--- src/rtl/digt_i2c_tmp_slave.sv ---
// -----------------------------------------------------------------------------
// digt_i2c_tmp_slave
//
// I2C target that stands in for the on-board digital temperature sensor.
// 7-bit address, 2-bit pointer register, 16-bit registers:
//   pointer 0 : live temperature (read-only, from tmp_value)
//   pointer 1 : config
//   pointer 2 : TLOW
//   pointer 3 : THIGH
// SCL/SDA are oversampled on sys_clk (2-FF synchroniser, FILTER_LEN hold
// filter, edge detect). The block never stretches SCL and never drives a
// clock; SDA is open-drain through i2c_sda_oe.
//
// Ports
//   sys_clk       in   20 MHz system clock
//   rst           in   synchronous active-high reset
//   i2c_scl_in    in   bus SCL (asynchronous)
//   i2c_sda_in    in   bus SDA (asynchronous)
//   i2c_sda_oe    out  1 = pull SDA low
//   tmp_value     in   live temperature word, 12-bit left-justified
//   cfg_reg       out  config register
//   tlow_reg      out  TLOW register
//   thigh_reg     out  THIGH register
//   reg_wr_pulse  out  one-cycle pulse when a register write commits
//   busy          out  high from address match to STOP or mismatch
//   alert         out  (only with DIGT_I2C_SLAVE_ALERT_EN) hysteresis alert
//   debug_signal  out  {state, bit_cnt, pointer, shift, 14'd0}
//
// Build option
//   DIGT_I2C_SLAVE_ALERT_EN : adds the alert output and its comparator.
// -----------------------------------------------------------------------------
module digt_i2c_tmp_slave #(
   parameter logic [6:0]  SLAVE_ADDR = 7'h48,
   parameter int          FILTER_LEN = 3,
   parameter logic [15:0] CONFIG_RST = 16'h60A0,
   parameter logic [15:0] TLOW_RST   = 16'h4B00,
   parameter logic [15:0] THIGH_RST  = 16'h5000
) (
   input  logic        sys_clk,
   input  logic        rst,
   input  logic        i2c_scl_in,
   input  logic        i2c_sda_in,
   output logic        i2c_sda_oe,
   input  logic [15:0] tmp_value,
   output logic [15:0] cfg_reg,
   output logic [15:0] tlow_reg,
   output logic [15:0] thigh_reg,
   output logic        reg_wr_pulse,
   output logic        busy,
`ifdef DIGT_I2C_SLAVE_ALERT_EN
   output logic        alert,
`endif
   output logic [31:0] debug_signal
);

   typedef enum logic [3:0] {
      ST_IDLE      = 4'd0,
      ST_ADDR      = 4'd1,
      ST_ADDR_ACK  = 4'd2,
      ST_PTR       = 4'd3,
      ST_PTR_ACK   = 4'd4,
      ST_WDATA     = 4'd5,
      ST_WDATA_ACK = 4'd6,
      ST_RDATA     = 4'd7,
      ST_RDATA_ACK = 4'd8
   } state_t;

   localparam logic [2:0] FILT_MAX = 3'(FILTER_LEN - 1);

   // ---------------------------------------------------------------------------
   // Input path: synchroniser, hold filter, edge detect
   // ---------------------------------------------------------------------------
   logic [1:0] scl_sync, sda_sync;
   logic [2:0] scl_cnt, sda_cnt;
   logic       scl_f, sda_f, scl_d, sda_d;

   always_ff @(posedge sys_clk) begin
      if (rst) begin
         scl_sync <= 2'b11;
         sda_sync <= 2'b11;
         scl_cnt  <= '0;
         sda_cnt  <= '0;
         scl_f    <= 1'b1;
         sda_f    <= 1'b1;
         scl_d    <= 1'b1;
         sda_d    <= 1'b1;
      end else begin
         scl_sync <= {scl_sync[0], i2c_scl_in};
         sda_sync <= {sda_sync[0], i2c_sda_in};
         scl_d    <= scl_f;
         sda_d    <= sda_f;
         // The filtered level only follows after FILTER_LEN consecutive
         // samples that disagree with it; any agreeing sample restarts the run.
         if (scl_sync[1] == scl_f) begin
            scl_cnt <= '0;
         end else if (scl_cnt == FILT_MAX) begin
            scl_f   <= scl_sync[1];
            scl_cnt <= '0;
         end else begin
            scl_cnt <= scl_cnt + 3'd1;
         end
         if (sda_sync[1] == sda_f) begin
            sda_cnt <= '0;
         end else if (sda_cnt == FILT_MAX) begin
            sda_f   <= sda_sync[1];
            sda_cnt <= '0;
         end else begin
            sda_cnt <= sda_cnt + 3'd1;
         end
      end
   end

   logic scl_rise, scl_fall, start_det, stop_det;
   assign scl_rise  = scl_f & ~scl_d;
   assign scl_fall  = ~scl_f & scl_d;
   assign start_det = ~sda_f & sda_d & scl_f & scl_d;
   assign stop_det  = sda_f & ~sda_d & scl_f & scl_d;

   // ---------------------------------------------------------------------------
   // Protocol FSM and datapath registers
   // ---------------------------------------------------------------------------
   state_t      state, state_nxt;
   logic [3:0]  bit_cnt, bit_cnt_nxt;
   logic [7:0]  shift, shift_nxt;
   logic [1:0]  pointer, pointer_nxt;
   logic [15:0] rd_buf, rd_buf_nxt;
   logic        rd_lsb, rd_lsb_nxt;     // next read byte is the LSB
   logic        wr_lsb, wr_lsb_nxt;     // next write byte is the LSB
   logic [7:0]  wr_msb, wr_msb_nxt;
   logic        ack_phase, ack_phase_nxt;
   logic        rw, rw_nxt;
   logic        sda_oe, sda_oe_nxt;
   logic        busy_q, busy_nxt;
   logic [15:0] cfg_q, cfg_nxt, tlow_q, tlow_nxt, thigh_q, thigh_nxt;
   logic        pulse_nxt, pulse_q;
   logic [7:0]  rx_byte, nb_byte;
   logic [15:0] sel_word;
   logic        byte_done;

   assign rx_byte   = {shift[6:0], sda_f};
   assign byte_done = scl_rise && (bit_cnt == 4'd7);
   assign nb_byte   = rd_lsb ? rd_buf[7:0] : rd_buf[15:8];

   always_comb begin
      sel_word = tmp_value;
      case (pointer)
         2'd1:    sel_word = cfg_q;
         2'd2:    sel_word = tlow_q;
         2'd3:    sel_word = thigh_q;
         default: sel_word = tmp_value;
      endcase
   end

   always_ff @(posedge sys_clk) begin
      if (rst) begin
         state     <= ST_IDLE;
         bit_cnt   <= '0;
         shift     <= '0;
         pointer   <= '0;
         rd_buf    <= '0;
         rd_lsb    <= 1'b0;
         wr_lsb    <= 1'b0;
         wr_msb    <= '0;
         ack_phase <= 1'b0;
         rw        <= 1'b0;
         sda_oe    <= 1'b0;
         busy_q    <= 1'b0;
         cfg_q     <= CONFIG_RST;
         tlow_q    <= TLOW_RST;
         thigh_q   <= THIGH_RST;
         pulse_q   <= 1'b0;
      end else begin
         state     <= state_nxt;
         bit_cnt   <= bit_cnt_nxt;
         shift     <= shift_nxt;
         pointer   <= pointer_nxt;
         rd_buf    <= rd_buf_nxt;
         rd_lsb    <= rd_lsb_nxt;
         wr_lsb    <= wr_lsb_nxt;
         wr_msb    <= wr_msb_nxt;
         ack_phase <= ack_phase_nxt;
         rw        <= rw_nxt;
         sda_oe    <= sda_oe_nxt;
         busy_q    <= busy_nxt;
         cfg_q     <= cfg_nxt;
         tlow_q    <= tlow_nxt;
         thigh_q   <= thigh_nxt;
         pulse_q   <= pulse_nxt;
      end
   end

   always_comb begin
      state_nxt     = state;
      bit_cnt_nxt   = bit_cnt;
      shift_nxt     = shift;
      pointer_nxt   = pointer;
      rd_buf_nxt    = rd_buf;
      rd_lsb_nxt    = rd_lsb;
      wr_lsb_nxt    = wr_lsb;
      wr_msb_nxt    = wr_msb;
      ack_phase_nxt = ack_phase;
      rw_nxt        = rw;
      sda_oe_nxt    = sda_oe;
      busy_nxt      = busy_q;
      cfg_nxt       = cfg_q;
      tlow_nxt      = tlow_q;
      thigh_nxt     = thigh_q;
      pulse_nxt     = 1'b0;

      if (start_det) begin
         state_nxt   = ST_ADDR;
         bit_cnt_nxt = '0;
         sda_oe_nxt  = 1'b0;
      end else if (stop_det) begin
         state_nxt   = ST_IDLE;
         bit_cnt_nxt = '0;
         sda_oe_nxt  = 1'b0;
         busy_nxt    = 1'b0;
      end else begin
         case (state)
            ST_ADDR, ST_PTR, ST_WDATA: begin
               if (scl_rise) begin
                  shift_nxt   = rx_byte;
                  bit_cnt_nxt = bit_cnt + 4'd1;
               end
               if (byte_done) begin
                  bit_cnt_nxt   = '0;
                  ack_phase_nxt = 1'b0;
                  if (state == ST_ADDR) begin
                     if (rx_byte[7:1] == SLAVE_ADDR) begin
                        state_nxt  = ST_ADDR_ACK;
                        busy_nxt   = 1'b1;
                        rw_nxt     = rx_byte[0];
                        rd_lsb_nxt = 1'b0;
                        if (rx_byte[0]) rd_buf_nxt = sel_word;
                     end else begin
                        state_nxt = ST_IDLE;
                        busy_nxt  = 1'b0;
                     end
                  end else if (state == ST_PTR) begin
                     state_nxt   = ST_PTR_ACK;
                     pointer_nxt = rx_byte[1:0];
                     wr_lsb_nxt  = 1'b0;
                  end else begin
                     state_nxt = ST_WDATA_ACK;
                     if (!wr_lsb) begin
                        wr_msb_nxt = rx_byte;
                        wr_lsb_nxt = 1'b1;
                     end else begin
                        wr_lsb_nxt = 1'b0;
                        // Pointer 0 is the live temperature: ACK, but drop it.
                        case (pointer)
                           2'd1: begin cfg_nxt   = {wr_msb, rx_byte}; pulse_nxt = 1'b1; end
                           2'd2: begin tlow_nxt  = {wr_msb, rx_byte}; pulse_nxt = 1'b1; end
                           2'd3: begin thigh_nxt = {wr_msb, rx_byte}; pulse_nxt = 1'b1; end
                           default: ;
                        endcase
                     end
                  end
               end
            end

            ST_ADDR_ACK, ST_PTR_ACK, ST_WDATA_ACK: begin
               if (scl_fall) begin
                  if (!ack_phase) begin
                     sda_oe_nxt    = 1'b1;
                     ack_phase_nxt = 1'b1;
                  end else begin
                     bit_cnt_nxt = '0;
                     if (state == ST_ADDR_ACK && rw) begin
                        // The fall that ends the ACK is also the fall on which
                        // the first read bit has to appear on the bus.
                        state_nxt  = ST_RDATA;
                        shift_nxt  = rd_buf[15:8];
                        sda_oe_nxt = ~rd_buf[15];
                     end else if (state == ST_ADDR_ACK) begin
                        state_nxt  = ST_PTR;
                        sda_oe_nxt = 1'b0;
                     end else begin
                        state_nxt  = ST_WDATA;
                        sda_oe_nxt = 1'b0;
                     end
                  end
               end
            end

            ST_RDATA: begin
               if (scl_rise) begin
                  shift_nxt   = {shift[6:0], 1'b0};
                  bit_cnt_nxt = bit_cnt + 4'd1;
                  if (bit_cnt == 4'd7) begin
                     state_nxt     = ST_RDATA_ACK;
                     bit_cnt_nxt   = '0;
                     ack_phase_nxt = 1'b0;
                  end
               end else if (scl_fall) begin
                  sda_oe_nxt = ~shift[7];
               end
            end

            ST_RDATA_ACK: begin
               // ack_phase here marks "master ACKed, next byte pending".
               if (scl_rise) begin
                  if (!sda_f) begin
                     ack_phase_nxt = 1'b1;
                     if (!rd_lsb) begin
                        rd_lsb_nxt = 1'b1;
                     end else begin
                        rd_lsb_nxt = 1'b0;
                        rd_buf_nxt = sel_word;
                     end
                  end else begin
                     state_nxt  = ST_IDLE;
                     sda_oe_nxt = 1'b0;
                  end
               end else if (scl_fall) begin
                  if (!ack_phase) begin
                     sda_oe_nxt = 1'b0;
                  end else begin
                     state_nxt   = ST_RDATA;
                     bit_cnt_nxt = '0;
                     shift_nxt   = nb_byte;
                     sda_oe_nxt  = ~nb_byte[7];
                  end
               end
            end

            default: ;
         endcase
      end
   end

   assign i2c_sda_oe   = sda_oe;
   assign busy         = busy_q;
   assign cfg_reg      = cfg_q;
   assign tlow_reg     = tlow_q;
   assign thigh_reg    = thigh_q;
   assign reg_wr_pulse = pulse_q;
   assign debug_signal = {state, bit_cnt, pointer, shift, 14'd0};

`ifdef DIGT_I2C_SLAVE_ALERT_EN
   // Hysteresis comparator on the 12-bit signed temperature; config bit 1
   // enables it, and while masked the alert is held at 0.
   logic               alert_q;
   logic signed [11:0] t_s, hi_s, lo_s;
   assign t_s  = $signed(tmp_value[15:4]);
   assign hi_s = $signed(thigh_q[15:4]);
   assign lo_s = $signed(tlow_q[15:4]);

   always_ff @(posedge sys_clk) begin
      if (rst) begin
         alert_q <= 1'b0;
      end else if (!cfg_q[1]) begin
         alert_q <= 1'b0;
      end else if (t_s >= hi_s) begin
         alert_q <= 1'b1;
      end else if (t_s < lo_s) begin
         alert_q <= 1'b0;
      end
   end

   assign alert = alert_q;
`endif

endmodule
--- config.mk ---
export PLATFORM = sky130hd
export DESIGN_NAME = digt_i2c_tmp_slave
export DESIGN_NICKNAME = d
export VERILOG_FILES = /design/src/rtl/digt_i2c_tmp_slave.sv
export SDC_FILE = /design/constraint.sdc
export NUM_CORES = 1
export LEC_CHECK = 0
export CAP_MARGIN = 10
export CELL_PAD_IN_SITES_DETAIL_PLACEMENT = 1
export CELL_PAD_IN_SITES_GLOBAL_PLACEMENT = 1
export CORE_MARGIN = 5
export CORE_UTILIZATION = 36
export CTS_CLUSTER_SIZE = 10
export DETAILED_ROUTE_END_ITERATION = 8
export GPL_TIMING_DRIVEN = 1
export PLACE_DENSITY_LB_ADDON = 0.25
export SLEW_MARGIN = 10
export SYNTH_ARGS = -nofsm -noshare
export SYNTH_HDL_FRONTEND = slang
export SYNTH_SLANG_ARGS = --single-unit
--- constraint.sdc ---
create_clock -name sys_clk -period 2 [get_ports sys_clk]
set_input_delay 0.2 -clock sys_clk [delete_from_list [all_inputs] [get_ports sys_clk]]
set_output_delay 0.2 -clock sys_clk [all_outputs]
set_load 0.005 [all_outputs]
==> results of run 1 <==
power by group:
group	internal (uW)	switching, uW
logic	63.4	72.9
registers	2210	2.89
clock network	857	890
cell usage after synthesis (15+ instances only):
cell                       instances
sky130_fd_sc_hd__nor3_1           16
sky130_fd_sc_hd__buf_4            15
sky130_fd_sc_hd__clkbuf_1         18
sky130_fd_sc_hd__nand3_1          33
sky130_fd_sc_hd__nor2_1           72
sky130_fd_sc_hd__buf_2            18
sky130_fd_sc_hd__dfxtp_1         111
sky130_fd_sc_hd__mux4_2           16
sky130_fd_sc_hd__mux2i_1          59
sky130_fd_sc_hd__a21oi_1          33
sky130_fd_sc_hd__nand2_1          19
sky130_fd_sc_hd__inv_1            30
cell type report:
| type | count | area (um^2) | area share |
|---|---|---|---|
| multi-input cells | 407 | 3090 | 0.408 |
| flip-flops and latches | 111 | 2240 | 0.295 |
| repair buffers | 166 | 1620 | 0.214 |
| well taps | 188 | 235 | 0.0311 |
| clock buffers | 10 | 229 | 0.0302 |
| inverters | 30 | 113 | 0.0149 |
| clock inverters | 5 | 42.5 | 0.00562 |
worst paths after layout:
kind                                      to  slack, ns  cells past startpoint
setup / recovery     cfg_reg[3]$_SDFFE_PP0P_       0.02                      9
hold / removal    thigh_reg[15]$_SDFFE_PP0P_       0.21                      2
setup reg to reg     cfg_reg[3]$_SDFFE_PP0P_       0.02                      9
hold reg to reg       sda_sync[1]$_SDFF_PP1_       0.42                      1
metrics by stage:
step	instance area [um^2]	TNS [ns]	utilization	worst slack (ns)	hold WS (ns)
CTS	7390	-0.00246	0.486	-0.00246	0.200
floorplan	5660	0	-	0.00829	0.304
global placement	7050	-1.33	0.464	-0.109	0.401
global route	7570	-0.690	0.498	-0.0620	0.207
detailed placement	7050	-1.33	0.464	-0.142	0.399
finish	7570	0	0.498	0.0243	0.207
critical path: stages, from the launching register on:
cell and delay [ns]:
sky130_fd_sc_hd__dfxtp_4 0.38, sky130_fd_sc_hd__ha_4 0.15, sky130_fd_sc_hd__and4b_2 0.28, sky130_fd_sc_hd__o21ai_4 0.11
sky130_fd_sc_hd__buf_4 0.16, sky130_fd_sc_hd__nor4_4 0.12, sky130_fd_sc_hd__buf_4 0.20, sky130_fd_sc_hd__clkbuf_16 0.19
sky130_fd_sc_hd__mux2i_1 0.20, sky130_fd_sc_hd__nor2_1 0.06
timing repair:
item | CTS | global route
gates cloned | 0 | 2
buffers inserted | 5 | 7
gates resized for setup | 9 | 25
pin swaps | 2 | 9
endpoints found under the setup margin | 47 | 79
hold buffers | 0 | 0
routing by layer:
metal,part of all wire,wire length [um],up-vias
met1,0.44,8230,2485
met3,0.046,860,24
li1,-,-,2358
met4,0.020,380,0
met2,0.50,9300,117
met5,0,0,-
cells by family (layout without fill, tap and decap cells):
family | Yosys count | in the layout | synth area share
xor gates and xnor gates | 4 | 4 | 0.00762
AOI/OAI and AO/OA | 116 | 116 | 0.147
muxes | 76 | 76 | 0.172
adders and majority gates | 7 | 7 | 0.0157
other | 1 | 14 | 0.000672
buffers and inverters | 87 | 211 | 0.0795
DFF | 111 | 111 | 0.398
and+or+nand+nor | 190 | 190 | 0.179
==> out/results.txt, run 1 <==
Of all cell types, the one taking the most synthesized area is sky130_fd_sc_hd__dfxtp_1. The routed design has 18800 um of wire. During synthesis, Yosys emitted a total of 0 warnings.

Across all layers, the routed design uses 4984 vias. Global-route wire length before repair: 29200 um. After layout, the design draws a total of 4100 uW.

A synthesized cell averages 9.43 um^2. Summed over all nets, the half-perimeter wirelength after detailed placement is 13200 um. The per-cell via count in the routed design works out to 5.44. The most common library cell in the layout ignoring fill and taps is sky130_fd_sc_hd__dfxtp_1. The post-route non-filler standard cell count was 917. The post-route minimum period is 1.98 ns.

In the post-synthesis netlist, the biggest area contributors are sky130_fd_sc_hd__dfxtp_1, sky130_fd_sc_hd__mux2i_1, sky130_fd_sc_hd__mux4_2. In this run the clock root is driven by a sky130_fd_sc_hd__clkbuf_16. In this run the most critical hold path is launched from rst. Setup repair after global routing could not meet its margin everywhere.

The core region is 15200 um^2. The number of hold-slack violations in the final timing report is 0, and the endpoint arrival time on the critical path is 2.21 ns. Tracing the worst setup path back leads to its startpoint at scl_f$_SDFFE_PP1P_. Before antenna repair, the detailed router went through 4 iterations. Dividing the detail-routed wire length by the instance count gives 20.5 um. Part of the cycle the worst path needs: 0.988. The clock tree synthesis step divided the H-tree into 3 levels. Global-route usage over all layers: 0.204.

For this run, design rule violations remaining after detail routing come to 0. The top cell types in the final layout, fill and taps aside, are sky130_fd_sc_hd__dfxtp_1, sky130_fd_sc_hd__clkdlybuf4s50_1, sky130_fd_sc_hd__nor2_1. Highest net fanout along the worst path: 8. The count of distinct cell types in the synthesized netlist was 76. Clock-pin slew was measured on the worst setup and hold paths at 0.07 ns.

The number of global-route vias before repair is 5368, and the proportion of layout cells with a drive suffix above 1 is 0.226. Across the VDD grid, the largest voltage drop is 0.000376 V. Number of flops mapped to enable cells by yosys: 0. For this run, the post-layout net count is 752. Initial antenna violation count: 0. The critical path is of the reg2reg type.

STA classifies the critical path startpoint as a register. Static timing analysis puts the maximum clock frequency at 506 MHz. The maximum root-to-sink buffer count came out at 2. The count of pins over their slew limit was 0; the number of cells after detailed placement was 888. The tools report the final-report setup violation count as 0.

After filler insertion, the fill cell instance count of the layout stands at 1727. Clock latency on the worst-skew pair, taken at its later pin, is 0.36 ns. Pin placement for this block handled 103 I/O pins. The congestion estimate from routability-driven global placement came to 0.899. In this run the cell area of the synthesized design comes to 5580 um^2.

After the first detailed-routing iteration, the DRC count stood at 201. The pin count of the biggest net entering global routing is 80, and the area growth from synthesis to layout is 35.6%. The global-route met2 utilization came out at 0.359. For the sequential-to-total area share from yosys stat, the log shows 0.398. Final antenna-violating net count: 0.

For the standard-cell row count, the log shows 45. In the synthesized netlist the dominant register cell turns out to be sky130_fd_sc_hd__dfxtp_1. Data on the critical path is required at its endpoint by 2.23 ns. The share of Yosys cell area claimed by the top area cell type was 0.398. In this run the horizontal extent of the chip is 135 um. The tools report the met3 track utilization from global routing as 0.0402. Max-cap violations in this run came to 0.

After global routing, the most crowded layer is met2. The startpoint identified for the worst register-to-register timing path is scl_f$_SDFFE_PP1P_. The total power per unit cell area is 541 nW/um^2, and the overflow left after global routing is 0. STA classifies the critical path endpoint as a register. Worst setup skew after layout: 0.00814 ns. The flow ran to the end, and the final reports show no timing, DRC or antenna violations.

The repair_antennas step left the layout with diodes totalling 0. The met1 routing resource usage after global routing came out at 0.250. The run gives 18100 um^2 as the die outline area. The min-delay analysis places its worst path in the category in2reg.

The async set-reset flop share out of synthesis works out to 0. The total of flip-flops plus latches after synthesis was 111; the sink count of the clock tree was 111. The number of CTS-inserted buffers was 9.

TritonCTS built the clock tree. For this design the static power due to leakage is 0.00277 uW. The die is 135 um tall. The count of buffers added on input and output ports is 88. The cell count after synthesis came out at 592. The effective utilization at floorplan came out at 0.367.
(Power assumes the default switching activity.)
==> run 2: changes to the inputs <==
--- a/config.mk
+++ b/config.mk
@@ -8,6 +8,7 @@
 export CAP_MARGIN = 10
 export CELL_PAD_IN_SITES_DETAIL_PLACEMENT = 1
 export CELL_PAD_IN_SITES_GLOBAL_PLACEMENT = 1
+export CORE_ASPECT_RATIO = 0.6
 export CORE_MARGIN = 5
 export CORE_UTILIZATION = 36
 export CTS_CLUSTER_SIZE = 10
==> out/results.txt, run 2 (same netlist as run 1, synthesis figures left out) <==
Number of hold-slack violations in the final timing report: 0 (unchanged). TritonCTS built the clock tree. The total power per unit cell area is 544 nW/um^2 (was 541 nW/um^2). The number of ports placed on the die boundary is 103 (unchanged). The run gives 3 (unchanged) as the H-tree depth. The run gives 2.26 ns (was 2.21 ns) as the endpoint arrival time on the critical path.

The tools report the final sum of negative setup slack as -0.159 ns (was 0 ns). The run gives 4240 uW (was 4100 uW) as the power consumption. Post-route minimum period: 2.02 ns (was 1.98 ns).

The global-route wire length before repair is 30600 um (was 29200 um). The standard-cell row count is 35 (was 45). The tools report the number of maximum-capacitance constraint violations as 0 (unchanged). The logic gate share of total power was 0.033 (about the same). The final estimated routing congestion in global placement was 0.900 (was 0.899). The DRC violation total after the first TritonRoute iteration is 331 (was 201), and the post-detailed-route DRC marker count is 0 (unchanged).

The clock share of power was 0.446 (was 0.427). The die outline area was 18200 um^2 (was 18100 um^2); the instance area after placement was 7120 um^2 (was 7050 um^2). The final reports fail on setup timing. The final layout net count came out at 769 (was 752).

The clock root buffer master was sky130_fd_sc_hd__clkbuf_16 (unchanged). The die outline height was 106 um (was 135 um). The pin count of the biggest net entering global routing is 51 (was 80), and the final routed wire length divided by cell count is 21.0 um (was 20.5 um). The launch point of the worst reg-to-reg path is scl_f$_SDFFE_PP1P_ (unchanged).

The run gives 0.365 (was 0.367) as the effective utilization at floorplan. The final-report setup violation count was 16 (was 0). Critical path, cell by cell: ha_4 -> and4b_2 -> o21ai_4 -> buf_6 -> nor4_4 -> buf_4 -> buf_12 -> mux2i_1 -> nand2_1 (was ha_4 -> and4b_2 -> o21ai_4 -> buf_4 -> nor4_4 -> buf_4 -> clkbuf_16 -> mux2i_1 -> nor2_1).

The area growth from synthesis to layout was 39.7% (was 35.6%). The detailed-route wire length is 19900 um (was 18800 um). Setup repair after global routing could not meet its margin everywhere. The final antenna-violating net count was 0 (unchanged). The net switching power of the design was 979 uW (was 965 uW).

The highest net fanout along the worst path came out at 8 (unchanged). The overflow left after global routing is 0 (unchanged). The global-route usage over all layers came out at 0.216 (was 0.204). The number of global-route vias before repair was 5297 (was 5368); the count of buffers from port buffering was 88 (unchanged). The run gives -0.02 ns (was 0.02 ns) as the setup slack of the most critical reg-to-reg path.

The tools report the category of the worst setup path launch point as a register (unchanged). The cell depth of the worst min-delay path is 2 (unchanged). The die boundary width was 171 um (was 135 um); the number of buffers added to fix hold violations after cts was 0 (unchanged).

Cell family with the largest share of critical-path delay: simple AND/OR/NAND/NOR gates (was buffers and inverters). The highest-delay cell along the critical path was sky130_fd_sc_hd__dfxtp_4 (unchanged). Critical path capture point type: a register (unchanged). For the finished layout cell area, the log shows 7800 um^2 (was 7570 um^2). The most common library cell in the layout ignoring fill and taps was sky130_fd_sc_hd__dfxtp_1 (unchanged).

The beginning of the worst hold path was rst (unchanged). Placeable core region: 15300 um^2 (was 15200 um^2). The run gives 0.632 as the worst max-slew margin expressed relative to the limit. For the count of pins over their slew limit, the log shows 0 (unchanged). The net switching share of the total power came out at 0.231 (was 0.236). The run gives 0.000383 V (was 0.000376 V) as the maximum resistive drop on vdd. The count of inserted antenna diode cells came out at 0 (unchanged). For the pin with the worst max-slew slack, the measured transition is 0.551 ns. Logic depth of the worst register-to-register path: 9 (unchanged).

The first-pass detailed-route iteration total came out at 5 (was 4). The capture point of the worst reg-to-reg path is cfg_reg[13]$_SDFFE_PP1P_ (was cfg_reg[3]$_SDFFE_PP0P_). The leakage power was 0.00288 uW (was 0.00277 uW). Most frequent cells in the layout: sky130_fd_sc_hd__dfxtp_1, sky130_fd_sc_hd__clkdlybuf4s50_1, sky130_fd_sc_hd__buf_4 (was sky130_fd_sc_hd__dfxtp_1, sky130_fd_sc_hd__clkdlybuf4s50_1, sky130_fd_sc_hd__nor2_1).

The buffer and inverter count on the worst path was 3 (unchanged). The maximum root-to-sink buffer count came out at 2 (unchanged). Sink count of the clock tree: 111 (unchanged).

The per-cell via count in the routed design was 5.42 (was 5.44). The logs give 3260 uW (was 3130 uW) for the internal power component and 14300 um (was 13200 um) for the post-detailed-placement half-perimeter wirelength. The register share of total power came out at 0.521 (was 0.540). Least setup slack across all paths after layout: -0.0238 ns (was 0.0243 ns).

Terminating pin of the worst hold path: pointer[1]$_SDFFE_PP0P_ (was thigh_reg[15]$_SDFFE_PP0P_). Required time at the endpoint of the critical path: 2.24 ns (was 2.23 ns). The worst setup path category was reg2reg (unchanged).

The total via count in the routed design was 5151 (was 4984); the part of the cycle the worst path needs was 1.01 (was 0.988). The flow ran to the end, but the final reports show violations. The number of CTS-inserted buffers is 9 (unchanged), and the insertion delay to the later sink of the worst-skew pair is 0.35 ns (was 0.36 ns).

The biggest cell delay along the critical path was 0.37 ns (was 0.38 ns); the fmax was 494 MHz (was 506 MHz). Initial antenna violation count: 0 (unchanged). Type of the worst min-delay path: in2reg (unchanged). The worst setup skew after layout is 0.00973 ns (was 0.00814 ns).

The clock transition at the registers of the reported paths is 0.08 ns (was 0.07 ns), and the proportion of layout cells with a drive suffix above 1 is 0.258 (was 0.226).
==> run 2: cell count changes in the layout (fill, tap and decap cells not counted), sizes merged <==
cell	change
clkbuf	+1
buf	+16
bufinv	+1
==> run 2: layer usage <==
metal	GRT usage	part of all wire	wire length [um]
met1	0.350	0.52	10300
met5	0	0	0
met3	0.0431	0.066	1310
met4	0.0348	0.0066	131
met2	0.292	0.41	8180
==> run 2: layout make-up <==
cell class | count | area, um^2
Clock inverter | 6 | 76.3
Sequential cell | 111 | 2240
Inverter | 30 | 115
Clock buffer | 10 | 229
Timing Repair Buffer | 183 | 1730
Fill cell | 1707 | 7480
Tap cell | 203 | 254
Multi-Input combinational cell | 407 | 3160
==> run 2: per-stage QoR <==
step,setup slack (ns),std cells,util,hold WS [ns]
4_1_cts,-0.00234,940,0.494,0.233
2_1_floorplan,0.00829,605,-,0.304
6_report,-0.0238,950,0.511,0.245
3_5_place_dp,-0.146,919,0.466,0.410
5_1_grt,-0.115,950,0.511,0.291
3_3_place_gp,-0.0612,919,0.466,0.404
==> run 2: power by group through the flow <==
stage	logic, uW	registers [uW]	clock network [uW]
3_5_place_dp	135	2270	0
3_3_place_gp	132	2270	0
5_1_grt	151	2210	2010
6_report	139	2210	1890
2_1_floorplan	89.3	2270	0
4_1_cts	137	2210	1930
==> run 2: worst max path at each step <==
| stage | slack, ns | cells past startpoint | from | to |
|---|---|---|---|---|
| 5_1_grt | -0.11 | 10 | scl_d$_SDFF_PP1_ | cfg_reg[1]$_SDFFE_PP0P_ |
| 3_3_place_gp | -0.06 | 6 | state[1]$_SDFFE_PP0P_ | shift[5]$_SDFFE_PP0P_ |
| 6_report | -0.02 | 9 | scl_f$_SDFFE_PP1P_ | cfg_reg[13]$_SDFFE_PP1P_ |
| 2_1_floorplan | 0.008 | 8 | bit_cnt[0]$_SDFFE_PP0P_ | thigh_reg[7]$_SDFFE_PP0P_ |
| 4_1_cts | -0.002 | 10 | scl_d$_SDFF_PP1_ | cfg_reg[13]$_SDFFE_PP1P_ |
| 3_5_place_dp | -0.15 | 7 | state[2]$_SDFFE_PP0P_ | rd_buf[15]$_SDFFE_PP0P_ |
==> run 2: worst register-to-register path: cells and delay by family, from the launching register on <==
| kind | cells | cell delay [ns] |
|---|---|---|
| fa+ha+maj | 1 | 0.16 |
| buf+inv | 3 | 0.47 |
| mux | 1 | 0.23 |
| simple gates | 3 | 0.57 |
| compound gates | 1 | 0.11 |
| flops | 1 | 0.37 |
==> run 2: timing repair <==
action | CTS | global route
gates cloned | 1 | 2
resized for setup | 19 | 36
endpoints found under the hold margin | 0 | 0
buffers inserted | 4 | 9
setup endpoints to repair | 43 | 68
pin swaps | 4 | 5
